**src/rtl/rtc_adapter_scan_if.sv**
```systemverilog
// Display-side bus of the stopwatch seven-segment scan driver.
// The master drives the scan clock and digit data; the slave returns the anode, segment and DP lines.
interface rtc_adapter_scan_if #(
    parameter int NUM_DIGITS = 8
);
    logic                    i_intclk;
    logic [4*NUM_DIGITS-1:0] i_digits;
    logic [NUM_DIGITS-1:0]   i_dp;
    logic [NUM_DIGITS-1:0]   o_an;
    logic [6:0]              o_seg;
    logic                    o_dp;

    modport master (
        output i_intclk,
        output i_digits,
        output i_dp,
        input  o_an,
        input  o_seg,
        input  o_dp
    );

    modport slave (
        input  i_intclk,
        input  i_digits,
        input  i_dp,
        output o_an,
        output o_seg,
        output o_dp
    );
endinterface

```
**src/rtl/rtc_adapter_scan.sv**
```systemverilog
// Multiplexed seven-segment scan driver with anode dead time and a frame-latched digit snapshot.
// Defining RTC_SCAN_LZB_EN adds leading-zero blanking, which is evaluated on the snapshot.
module rtc_adapter_scan #(
    parameter int NUM_DIGITS  = 8,
    parameter int DEAD_CYCLES = 4
) (
    input  logic               i_sclk,
    input  logic               i_reset,
    rtc_adapter_scan_if.slave  bus
);
    localparam int                  IDX_W     = $clog2(NUM_DIGITS);
    localparam logic [IDX_W-1:0]    LAST_IDX  = IDX_W'(NUM_DIGITS - 1);
    localparam logic [7:0]          DEAD_LOAD = 8'(DEAD_CYCLES);

    typedef enum logic [1:0] {
        IDLE,
        DEAD,
        DRIVE
    } state_t;

    state_t                  state_q;
    logic                    intclk_q;
    logic [IDX_W-1:0]        idx_q;
    logic [IDX_W-1:0]        idx_d;
    logic [7:0]              deadCnt_q;
    logic [4*NUM_DIGITS-1:0] frameDigits_q;
    logic [4*NUM_DIGITS-1:0] frameDigits_d;
    logic [NUM_DIGITS-1:0]   frameDp_q;
    logic [NUM_DIGITS-1:0]   frameDp_d;
    logic [NUM_DIGITS-1:0]   anPend_q;
    logic [NUM_DIGITS-1:0]   anPend_d;
    logic [NUM_DIGITS-1:0]   an_q;
    logic [6:0]              seg_q;
    logic                    dp_q;
    logic                    dp_d;
    logic [3:0]              nibble_d;
    logic                    tick;

    function automatic logic [6:0] decodeHex(input logic [3:0] value);
        logic [6:0] pattern;
        case (value)
            4'h0:    pattern = 7'b1000000;
            4'h1:    pattern = 7'b1111001;
            4'h2:    pattern = 7'b0100100;
            4'h3:    pattern = 7'b0110000;
            4'h4:    pattern = 7'b0011001;
            4'h5:    pattern = 7'b0010010;
            4'h6:    pattern = 7'b0000010;
            4'h7:    pattern = 7'b1111000;
            4'h8:    pattern = 7'b0000000;
            4'h9:    pattern = 7'b0010000;
            4'hA:    pattern = 7'b0001000;
            4'hB:    pattern = 7'b0000011;
            4'hC:    pattern = 7'b1000110;
            4'hD:    pattern = 7'b0100001;
            4'hE:    pattern = 7'b0000110;
            default: pattern = 7'b0001110;
        endcase
        return pattern;
    endfunction

    // Next digit and its pattern; the digit-0 slot reads the data being latched on this same edge.
    always_comb begin
        tick          = (bus.i_intclk != intclk_q);
        idx_d         = (idx_q == LAST_IDX) ? '0 : idx_q + 1'b1;
        frameDigits_d = frameDigits_q;
        frameDp_d     = frameDp_q;
        if (tick && (idx_d == '0)) begin
            frameDigits_d = bus.i_digits;
            frameDp_d     = bus.i_dp;
        end
        nibble_d = frameDigits_d[4*idx_d +: 4];
`ifdef RTC_SCAN_LZB_EN
        if ((idx_d != '0) && ((frameDigits_d >> (4*idx_d)) == '0)) begin
            anPend_d = '1;
            dp_d     = 1'b1;
        end else begin
            anPend_d = ~(NUM_DIGITS'(1) << idx_d);
            dp_d     = ~frameDp_d[idx_d];
        end
`else
        anPend_d = ~(NUM_DIGITS'(1) << idx_d);
        dp_d     = ~frameDp_d[idx_d];
`endif
    end

    always_ff @(posedge i_sclk) begin
        if (i_reset) begin
            intclk_q      <= bus.i_intclk;
            state_q       <= IDLE;
            idx_q         <= LAST_IDX;
            deadCnt_q     <= '0;
            frameDigits_q <= '0;
            frameDp_q     <= '0;
            anPend_q      <= '1;
            an_q          <= '1;
            seg_q         <= 7'b1111111;
            dp_q          <= 1'b1;
        end else begin
            intclk_q      <= bus.i_intclk;
            frameDigits_q <= frameDigits_d;
            frameDp_q     <= frameDp_d;
            if (tick) begin
                idx_q     <= idx_d;
                seg_q     <= decodeHex(nibble_d);
                dp_q      <= dp_d;
                anPend_q  <= anPend_d;
                deadCnt_q <= DEAD_LOAD;
                if (DEAD_CYCLES == 0) begin
                    an_q    <= anPend_d;
                    state_q <= DRIVE;
                end else begin
                    an_q    <= '1;
                    state_q <= DEAD;
                end
            end else begin
                case (state_q)
                    DEAD: begin
                        // The anode turns on at the edge where the count would reach zero.
                        if (deadCnt_q <= 8'd1) begin
                            deadCnt_q <= '0;
                            an_q      <= anPend_q;
                            state_q   <= DRIVE;
                        end else begin
                            deadCnt_q <= deadCnt_q - 8'd1;
                        end
                    end
                    default: begin
                    end
                endcase
            end
        end
    end

    assign bus.o_an  = an_q;
    assign bus.o_seg = seg_q;
    assign bus.o_dp  = dp_q;
endmodule
```
**src/flat_wrapper.sv**
```systemverilog
// flat-port wrapper written by rule: the top's interface ports become plain ports
module rtc_adapter_scan_flat 
#(
    parameter int NUM_DIGITS  = 8,
    parameter int DEAD_CYCLES = 4
)
  (i_sclk, i_reset, bus_i_intclk, bus_i_digits, bus_i_dp, bus_o_an, bus_o_seg, bus_o_dp);
  rtc_adapter_scan_if #(.NUM_DIGITS(NUM_DIGITS)) bus_i ();
  input  logic i_sclk;
  input  logic i_reset;
  input wire logic [$bits(bus_i.i_intclk)-1:0] bus_i_intclk;
  input wire logic [$bits(bus_i.i_digits)-1:0] bus_i_digits;
  input wire logic [$bits(bus_i.i_dp)-1:0] bus_i_dp;
  output wire logic [$bits(bus_i.o_an)-1:0] bus_o_an;
  output wire logic [$bits(bus_i.o_seg)-1:0] bus_o_seg;
  output wire logic [$bits(bus_i.o_dp)-1:0] bus_o_dp;
  assign bus_i.i_intclk = bus_i_intclk;
  assign bus_i.i_digits = bus_i_digits;
  assign bus_i.i_dp = bus_i_dp;
  assign bus_o_an = bus_i.o_an;
  assign bus_o_seg = bus_i.o_seg;
  assign bus_o_dp = bus_i.o_dp;
  rtc_adapter_scan #(.NUM_DIGITS(NUM_DIGITS), .DEAD_CYCLES(DEAD_CYCLES)) u_core (.i_sclk(i_sclk), .i_reset(i_reset), .bus(bus_i));
endmodule
```
**config.mk**
```make
export PLATFORM = sky130hd
export DESIGN_NAME = rtc_adapter_scan_flat
export DESIGN_NICKNAME = d
export VERILOG_FILES = /design/src/rtl/rtc_adapter_scan_if.sv /design/src/rtl/rtc_adapter_scan.sv /design/src/flat_wrapper.sv
export SDC_FILE = /design/constraint.sdc
export NUM_CORES = 1
export LEC_CHECK = 0
export CORE_MARGIN = 10
export CORE_UTILIZATION = 57
export CTS_CLUSTER_SIZE = 25
export DETAILED_ROUTE_END_ITERATION = 16
export MAX_ROUTING_LAYER = met4
export PLACE_DENSITY = 0.95
export SETUP_SLACK_MARGIN = 0.5
export SLEW_MARGIN = 20
export SYNTH_ARGS = -nofsm -noshare
export SYNTH_HDL_FRONTEND = slang
export SYNTH_SLANG_ARGS = --single-unit
export TNS_END_PERCENT = 5
```
**constraint.sdc**
```tcl
create_clock -name i_sclk -period 5.6 [get_ports i_sclk]
set_input_delay 0.56 -clock i_sclk [delete_from_list [all_inputs] [get_ports i_sclk]]
set_output_delay 0.56 -clock i_sclk [all_outputs]
set_load 0.05 [all_outputs]
```
-- Yosys cells after proc, flatten, opt, wreduce, memory -nomap -nowiden
Memory sizes are Yosys's and may differ from the RTL's. A register that Yosys moved wholly into a read port is not among the register bits.
Cells that the tools add are included.
Widths: inputs -> output; s select.
- $add $sub $neg: 2
- magnitude comparators: 2
- eq/ne operators: 3
- shift operators: 2
- multiplexer cells: 11
- bitwise logic cells: 2
- reduce and logical (&&, ||, !) cells: 7
- operators by type and width (operator ; count):
    $mux 32 ; 1
    $shiftx 32x6->4 ; 1
    $mux 8 ; 2
    $mux 3 ; 3
    $le 8x1->1 const B ; 1
    $not 8->8 ; 1
    $shl 1x3->8 const A ; 1
    $sub 8x1->8 const B ; 1
    $lt 3x4->1 const B ; 1
    $mux 1 ; 4
    $reduce_and 2->1 ; 2
    $reduce_bool 2->1 ; 2
    $add 3x1->3 const B ; 1
    $bmux 1 s3 ; 1
    $eq 3x3->1 const B ; 1
    $logic_not 3->1 ; 1
    $eq 2x1->1 const B ; 1
    $reduce_or 2->1 ; 1
    $logic_and 1x1->1 ; 1
    $ne 1x1->1 ; 1
    $not 1->1 ; 1
- flip-flop bits (word level): 71
- bits in read-only memories: 112
- memories kept: 1
- memory list (memory ; depth ; width ; rd ports ; clocked after memory_dff ; wr ports ; line ; text):
    (name not given) ; 16 ; 7 ; 1 ; 1 ; 0 ; rtc_adapter_scan.sv:41 ; case (value)

-- Logic depth before layout (Yosys ltp)
Gate-level depths: netlist (run 1).
- depth after elaboration: 8
- mapped depth: 13
- depth with buffers taken out: 12

-- Least setup slack after synthesis (run 1)
No wires, ideal clock.
- path kind: register to register
- start point: reg u_core.idx_q[0]
- end point: reg u_core.seg_q[3] (netlist: u_core.bus.o_seg[3])
- library setup time: 122 ps
- data arrival time: 2631 ps
- path slack: 2847 ps
- cell stages (with the launch flop): 11
- path buffers: 1
- clock period less this slack: 2753 ps
- cells stage by stage: dfxtp_1 ha_1 nor2b_1 clkbuf_1 a32o_1 o32ai_1 inv_1 ha_1 inv_1 o311ai_0 o32a_1
- word-level cells in the longest chain between the ends: 6
- RTL lines (item ; line ; text):
    from (decl) ; rtc_adapter_scan.sv:23 ; logic [IDX_W-1:0] idx_q;
    from (signal assigned) ; rtc_adapter_scan.sv:104 ; idx_q <= idx_d;
    $add 3x1->3 / $eq 3x3->1 (equally long branches) ; rtc_adapter_scan.sv:65 ; idx_d = (idx_q == LAST_IDX) ? '0 : idx_q + 1'b1;
    $mux 3 (*) ; rtc_adapter_scan.sv:65 ;
    $logic_not 3->1 ; rtc_adapter_scan.sv:68 ; if (tick && (idx_d == '0)) begin
    $logic_and 1x1->1 ; rtc_adapter_scan.sv:68 ;
    $mux 32 ; rtc_adapter_scan.sv:68 ;
    $shiftx 32x6->4 (*) ; rtc_adapter_scan.sv:72 ; nibble_d = frameDigits_d[4*idx_d +: 4];
    to (decl) ; rtc_adapter_scan.sv:33 ; logic [6:0] seg_q;
Mark *: on every way between the ends. The rest lies on a longest branch, timed or not.
A chain may end at the register's enable or synchronous reset.

-- Worst setup path in the final report (run 1)
Ends and elaborated chain as after synthesis.

==> results.cfg, run 1 <==
[clocking]
clock_path_buffers = 2
post_cts_resized = 0
cts_hold_buf = 0
clock_latency_ps = 350
numCtsBuffers = 9
cts_root_buf = clkbuf_8
cts_tree = built
post-cts-setup-buffer-count = 0
htreeDepth = 3
clock-sinks = 78
path_clk_slew_ps = 80

[synth]
ys_top_cells_by_area = dfxtp_1, nand2_1, a21oi_1, mux2i_1, ha_1
yosys-top-cells-count = nand2_1, dfxtp_1, a21oi_1
ys_ff_latch = 78
synth_area_per_cell_um2 = 8.21
synth_most_common_cell = nand2_1
synth_cell_type_count = 57
synth_area_mm2 = 0.00354
syn_inst = 431
yosysTopAreaCellShare = 0.441
yosysTopAreaCell = dfxtp_1
yosysWarnings = 0
syn_nets = 484
async_flop_share = 0
yosysSeqAreaShare = 0.441
ys.flop_type = dfxtp_1
synth-edff-count = 0

[setup_path]
reg2reg_slack_ps = 1590
crit_required_ps = 5850
worstPathArrival_ps = 4260
start_kind = flip-flop
cp_max_fo = 22
cp-end-kind = flip-flop
slowest_stage = dfxtp_1
cpMostUsedCell = ha_1
critPathTopFamily = compound AO/OA/AOI/OAI gates
path_buf_inv = 2
crit_path_max_incr_delay_ps = 840
crit_type = reg -> reg
cp_cell_sequence = ha_1 > ha_1 > nor2b_1 > a32o_1 > o32ai_1 > inv_1 > ha_1 > inv_1 > o311ai_0 > o32a_1

[finish]
fill_cells = 448
drive_above_1_share = 0.0723
finish.instance_area_mm2 = 0.00437
area_delta_synth_final_pct = 23.7
nNetsFinal = 533
antennaDiodeCount = 0
post-route-util = 0.734

[timing]
hold_ws_ps = 460
worst_pin_slew_ps = 819
max_slew_margin = 0.452
fin_tns_setup_ps = 0
fin_skew_ps = 7.07
post-route-period-util = 0.716
rsz0062_at_grt = false
maxSlewViolCount = 0
period_needed_ps = 4010
finalSetupViolations = 0
hold_viol_final = 0
fmax_mhz = 249

[detailed_routing]
wirelength_mm = 9.13
drt_first_pass_iters = 5
drc = 0
routed_via_density = 5.85
drtAntennaViolNets = 0
drt_iter0_markers = 365
vias = 3268
wire_per_inst_um = 16.3

[floorplanning]
start_util = 0.594
die-height_um = 98.8
core-area_mm2 = 0.00596
ios = 59
die_width_um = 98.8
rows = 28
dieArea_mm2 = 0.00976

[place]
dpl-instance-area_mm2 = 0.00415
gp_congestion = 0.978
portBuffers = 58
dp_hpwl_mm = 6.53

[job]
cap_violations = 0

[global_route]
grt_pass1_vias = 3104
antenna_found_initial = 0
grt_max_degree = 48
grt_usage = 0.188
overflow = 0
grt_pass1_wl_mm = 14.9

[power_and_ir_drop]
p_per_area_mw_per_mm2 = 391
clkPwrFrac = 0.277
p_switching_uw = 601
comb_power_share = 0.337
p_seq_frac = 0.387
p_sw_frac = 0.351
peakVddDrop_uv = 321
p_leak_uw = 0.00161
internal_power_uw = 1110

[run_status]
status = completed

[hold_path]
hold_path.class = reg -> reg
==> layer usage <==
metal,vias up,GRT usage,part of all wire
met4,0,0.0882,0.027
met2,127,0.296,0.48
met1,1513,0.225,0.43
met3,22,0.0384,0.060
li1,1606,-,-
met5,-,-,0
==> sequential cells by signal (all words and copies together), names as in the netlist, 2 cells and up <==
register              count
u_core.frameDp_q          8
u_core.frameDigits_q     32
u_core.deadCnt_q          8
u_core.bus.o_an           8
u_core.bus.o_seg          7
u_core.idx_q              3
u_core.state_q            2
u_core.anPend_q           8
==> power by group through the flow <==
stage               Combinational, uW  Clock [uW]  Sequential (uW)
detailed placement                566           0              673
finish                            576         474              662
global route                      627         497              668
CTS                               571         473              660
floorplan                         368           0              718
global placement                  550           0              670
==> worst register-to-register path, stage by stage, from the launching register on <==
cell      delay (ps)
dfxtp_1          840
ha_1             290
ha_1             470
nor2b_1          270
a32o_1           320
o32ai_1          720
inv_1            210
ha_1             290
inv_1             70
o311ai_0         130
o32a_1           310
==> final cells by class <==
| class | instances | area [um2] | area share |
|---|---|---|---|
| Tap cell | 75 | 93.8 | 0.0215 |
| Sequential cell | 78 | 1560 | 0.357 |
| Timing Repair Buffer | 65 | 633 | 0.145 |
| Clock inverter | 3 | 67.6 | 0.0154 |
| Clock buffer | 12 | 155 | 0.0355 |
| Multi-Input combinational cell | 315 | 1820 | 0.416 |
| Inverter | 11 | 41.3 | 0.00944 |
==> final timing paths <==
| kind | startpoint | endpoint | depth (start not counted) |
|---|---|---|---|
| worst max-delay path | u_core.idx_q[0]$_SDFFE_PP1P_ | u_core.bus.o_seg[3]$_SDFFE_PP1P_ | 10 |
| worst min-delay path | u_core.frameDigits_q[8]$_SDFF_PP0_ | u_core.frameDigits_q[8]$_SDFF_PP0_ | 2 |
| worst max register to register | u_core.idx_q[0]$_SDFFE_PP1P_ | u_core.bus.o_seg[3]$_SDFFE_PP1P_ | 10 |
| worst min register to register | u_core.frameDigits_q[8]$_SDFF_PP0_ | u_core.frameDigits_q[8]$_SDFF_PP0_ | 2 |
==> cell families after synthesis <==
family	count (synthesis)	synth area share
xor gates and xnor gates	7	0.0195
adders and majority gates	10	0.0354
and+or+nand+nor	172	0.211
AOI/OAI and AO/OA	108	0.195
muxes	18	0.0520
buffers and inverters	38	0.0453
DFF	78	0.441
==> metrics by stage <==
stage | power (uW) | setup slack, ps | cells
2_1_floorplan | 1090 | 2850 | 431
3_3_place_gp | 1220 | 1890 | 544
3_5_place_dp | 1240 | 1700 | 544
4_1_cts | 1700 | 1680 | 559
5_1_grt | 1790 | 1290 | 559
6_report | 1710 | 1590 | 559
==> cells in the final DEF (no fill, tap or decap), drive strengths merged, types with 2 or more instances in the layout <==
cell type and instances:
o2111ai 2, a221oi 2, o22ai 4, o21ai 13
o211ai 6, clkdlybuf4s50 58, nor3 5, and3 3
xnor2 5, dfxtp 78, o32a 3, o32ai 2
nand2b 3, o311ai 4, inv 11, mux2 3
a221o 2, ha 10, nor4 4, nor2b 3
nand3 13, a211oi 2, o31ai 2, clkbuf 12
xor2 2, a21oi 56, or3 3, or4 2
bufinv 2, buf 7, mux2i 15, nand2 110
a31o 2, nor2 21
(Power assumes the default switching activity.)
==> run 2, diff against run 1 <==
--- a/config.mk
+++ b/config.mk
@@ -6,11 +6,11 @@
 export NUM_CORES = 1
 export LEC_CHECK = 0
 export CORE_MARGIN = 10
-export CORE_UTILIZATION = 57
+export CORE_UTILIZATION = 53
 export CTS_CLUSTER_SIZE = 25
 export DETAILED_ROUTE_END_ITERATION = 16
 export MAX_ROUTING_LAYER = met4
-export PLACE_DENSITY = 0.95
+export PLACE_DENSITY = 0.92
 export SETUP_SLACK_MARGIN = 0.5
 export SLEW_MARGIN = 20
 export SYNTH_ARGS = -nofsm -noshare
==> constraint.sdc (replaced) <==
create_clock -name i_sclk -period 3.79 [get_ports i_sclk]
set_input_delay 0.379 -clock i_sclk [delete_from_list [all_inputs] [get_ports i_sclk]]
set_output_delay 0.379 -clock i_sclk [all_outputs]
set_load 0.05 [all_outputs]
==> results.cfg, run 2 (synthesis results as in run 1) <==
[run_status]
status = completed

[power_and_ir_drop]
p_seq_frac = 0.381
p_leak_uw = 0.00163
peakVddDrop_uv = 432
clkPwrFrac = 0.274
p_switching_uw = 894
p_per_area_mw_per_mm2 = 574
comb_power_share = 0.344
p_sw_frac = 0.353
internal_power_uw = 1640
p_total_uw = 2530

[timing]
hold_viol_final = 0
finalSetupViolations = 0
fin_skew_ps = 9.95
post-route-period-util = 0.797
worst_pin_slew_ps = 567
fin_tns_setup_ps = 0
period_needed_ps = 3020
max_slew_margin = 0.622
fmax_mhz = 331
rsz0062_at_grt = false
maxSlewViolCount = 0
layout_setup_ws_ps = 769

[floorplanning]
core-area_mm2 = 0.00642
ios = 59
start_util = 0.551
dieArea_mm2 = 0.0103
die-height_um = 102
rows = 29
die_width_um = 102

[setup_path]
crit_required_ps = 4040
worstPathArrival_ps = 3270
cp-end-kind = flip-flop
r2r-start = u_core.idx_q[0]$_SDFFE_PP1P_
r2r.worst_path.cells = 10
cp_max_fo = 16
worstSetupStartpoint = u_core.idx_q[0]$_SDFFE_PP1P_
start_kind = flip-flop
crit_type = reg -> reg

[finish]
multi_input_area_mm2 = 0.00184
seq_area_mm2 = 0.00156
final_common_cell = nand2_1
final_cell_mix = nand2_1, dfxtp_1, clkdlybuf4s50_1, a21oi_1, nor2_1
antennaDiodeCount = 0
top_register = u_core.frameDigits_q
nNetsFinal = 536
finish.instance_area_mm2 = 0.00441
area_delta_synth_final_pct = 24.8
post-route-util = 0.687
drive_above_1_share = 0.0861
fill_cells = 536
largest_reg_flops = 32

[clocking]
clock_path_buffers = 2
htreeDepth = 3
path_clk_slew_ps = 80
cts_tree = built
clock_latency_ps = 360
post-cts-setup-buffer-count = 0
clock-sinks = 78
numCtsBuffers = 9
cts_root_buf = clkbuf_8

[hold_path]
hold_path.class = reg -> reg
holdPathStages = 2
worstHoldStart = u_core.frameDigits_q[14]$_SDFF_PP0_

[detailed_routing]
wirelength_mm = 8.90
vias = 3255
routed_via_density = 5.76
drt_iter0_markers = 141
wire_per_inst_um = 15.8
drt_first_pass_iters = 5
drtAntennaViolNets = 0
drc = 0

[place]
dpl-instance-area_mm2 = 0.00418
preCtsSetupSlack_ps = 526
portBuffers = 58
gp_congestion = 0.947
dp_hpwl_mm = 6.56

[global_route]
antenna_found_initial = 0
grt_max_degree = 47
overflow = 0
grt_usage = 0.180
grt_pass1_vias = 3119
grt_pass1_wl_mm = 14.6

[job]
cap_violations = 0
==> run 2: changes by cell type in the layout (fill, tap and decap cells not counted), sizes merged <==
cell    change
clkbuf      -1
clkinv      +1
buf         +3
inv         +1
==> run 2: through the flow <==
stage               hold WS (ps)  instances
CTS                          458        565
finish                       459        565
global placement             441        549
floorplan                    407        431
global route                 477        565
detailed placement           446        549
==> run 2: power by group through the flow <==
stage          clock, uW  sequential, uW  combinational, uW
6_report             695             966                873
5_1_grt              739             977                955
4_1_cts              703             966                859
3_5_place_dp           0             984                856
3_3_place_gp           0             981                841
2_1_floorplan          0            1060                544
==> run 2: area by class of cell <==
type	count	area share
inverter	11	0.00935
timing repair buffer	68	0.149
clock inverter	5	0.0184
tap	77	0.0218
clock buffer	11	0.0320
sequential	78	0.354
multi-input combinational	315	0.416
==> run 2: final timing paths <==
path,end,slack (ps)
max reg2reg,u_core.bus.o_seg[3]$_SDFFE_PP1P_,770
min,u_core.frameDigits_q[14]$_SDFF_PP0_,460
max,u_core.bus.o_seg[3]$_SDFFE_PP1P_,770
min reg2reg,u_core.frameDigits_q[14]$_SDFF_PP0_,460
==> run 2: critical path, stage by stage, from the launching register on <==
cell and delay, ps:
dfxtp_1 320, ha_1 500, nor2b_1 230, buf_4 170, a32o_1 270, o32ai_2 440
inv_1 160, ha_1 270, inv_1 80, o311ai_0 140, o32a_1 330
==> run 2: what timing repair did <==
item                                    in CTS  in global routing
resized for setup                            0                  3
endpoints found under the setup margin       0                  6
hold buffers                                 0                  0
endpoints found under the hold margin        0                  0
==> run 2: routing by layer <==
metal	share of wire	GRT usage	up-vias	wire length (um)
met1	0.43	0.196	1520	3790
met2	0.49	0.303	113	4390
met4	0.017	0.0572	0	150
met5	0	-	-	0
met3	0.064	0.0585	12	568
li1	-	-	1610	-
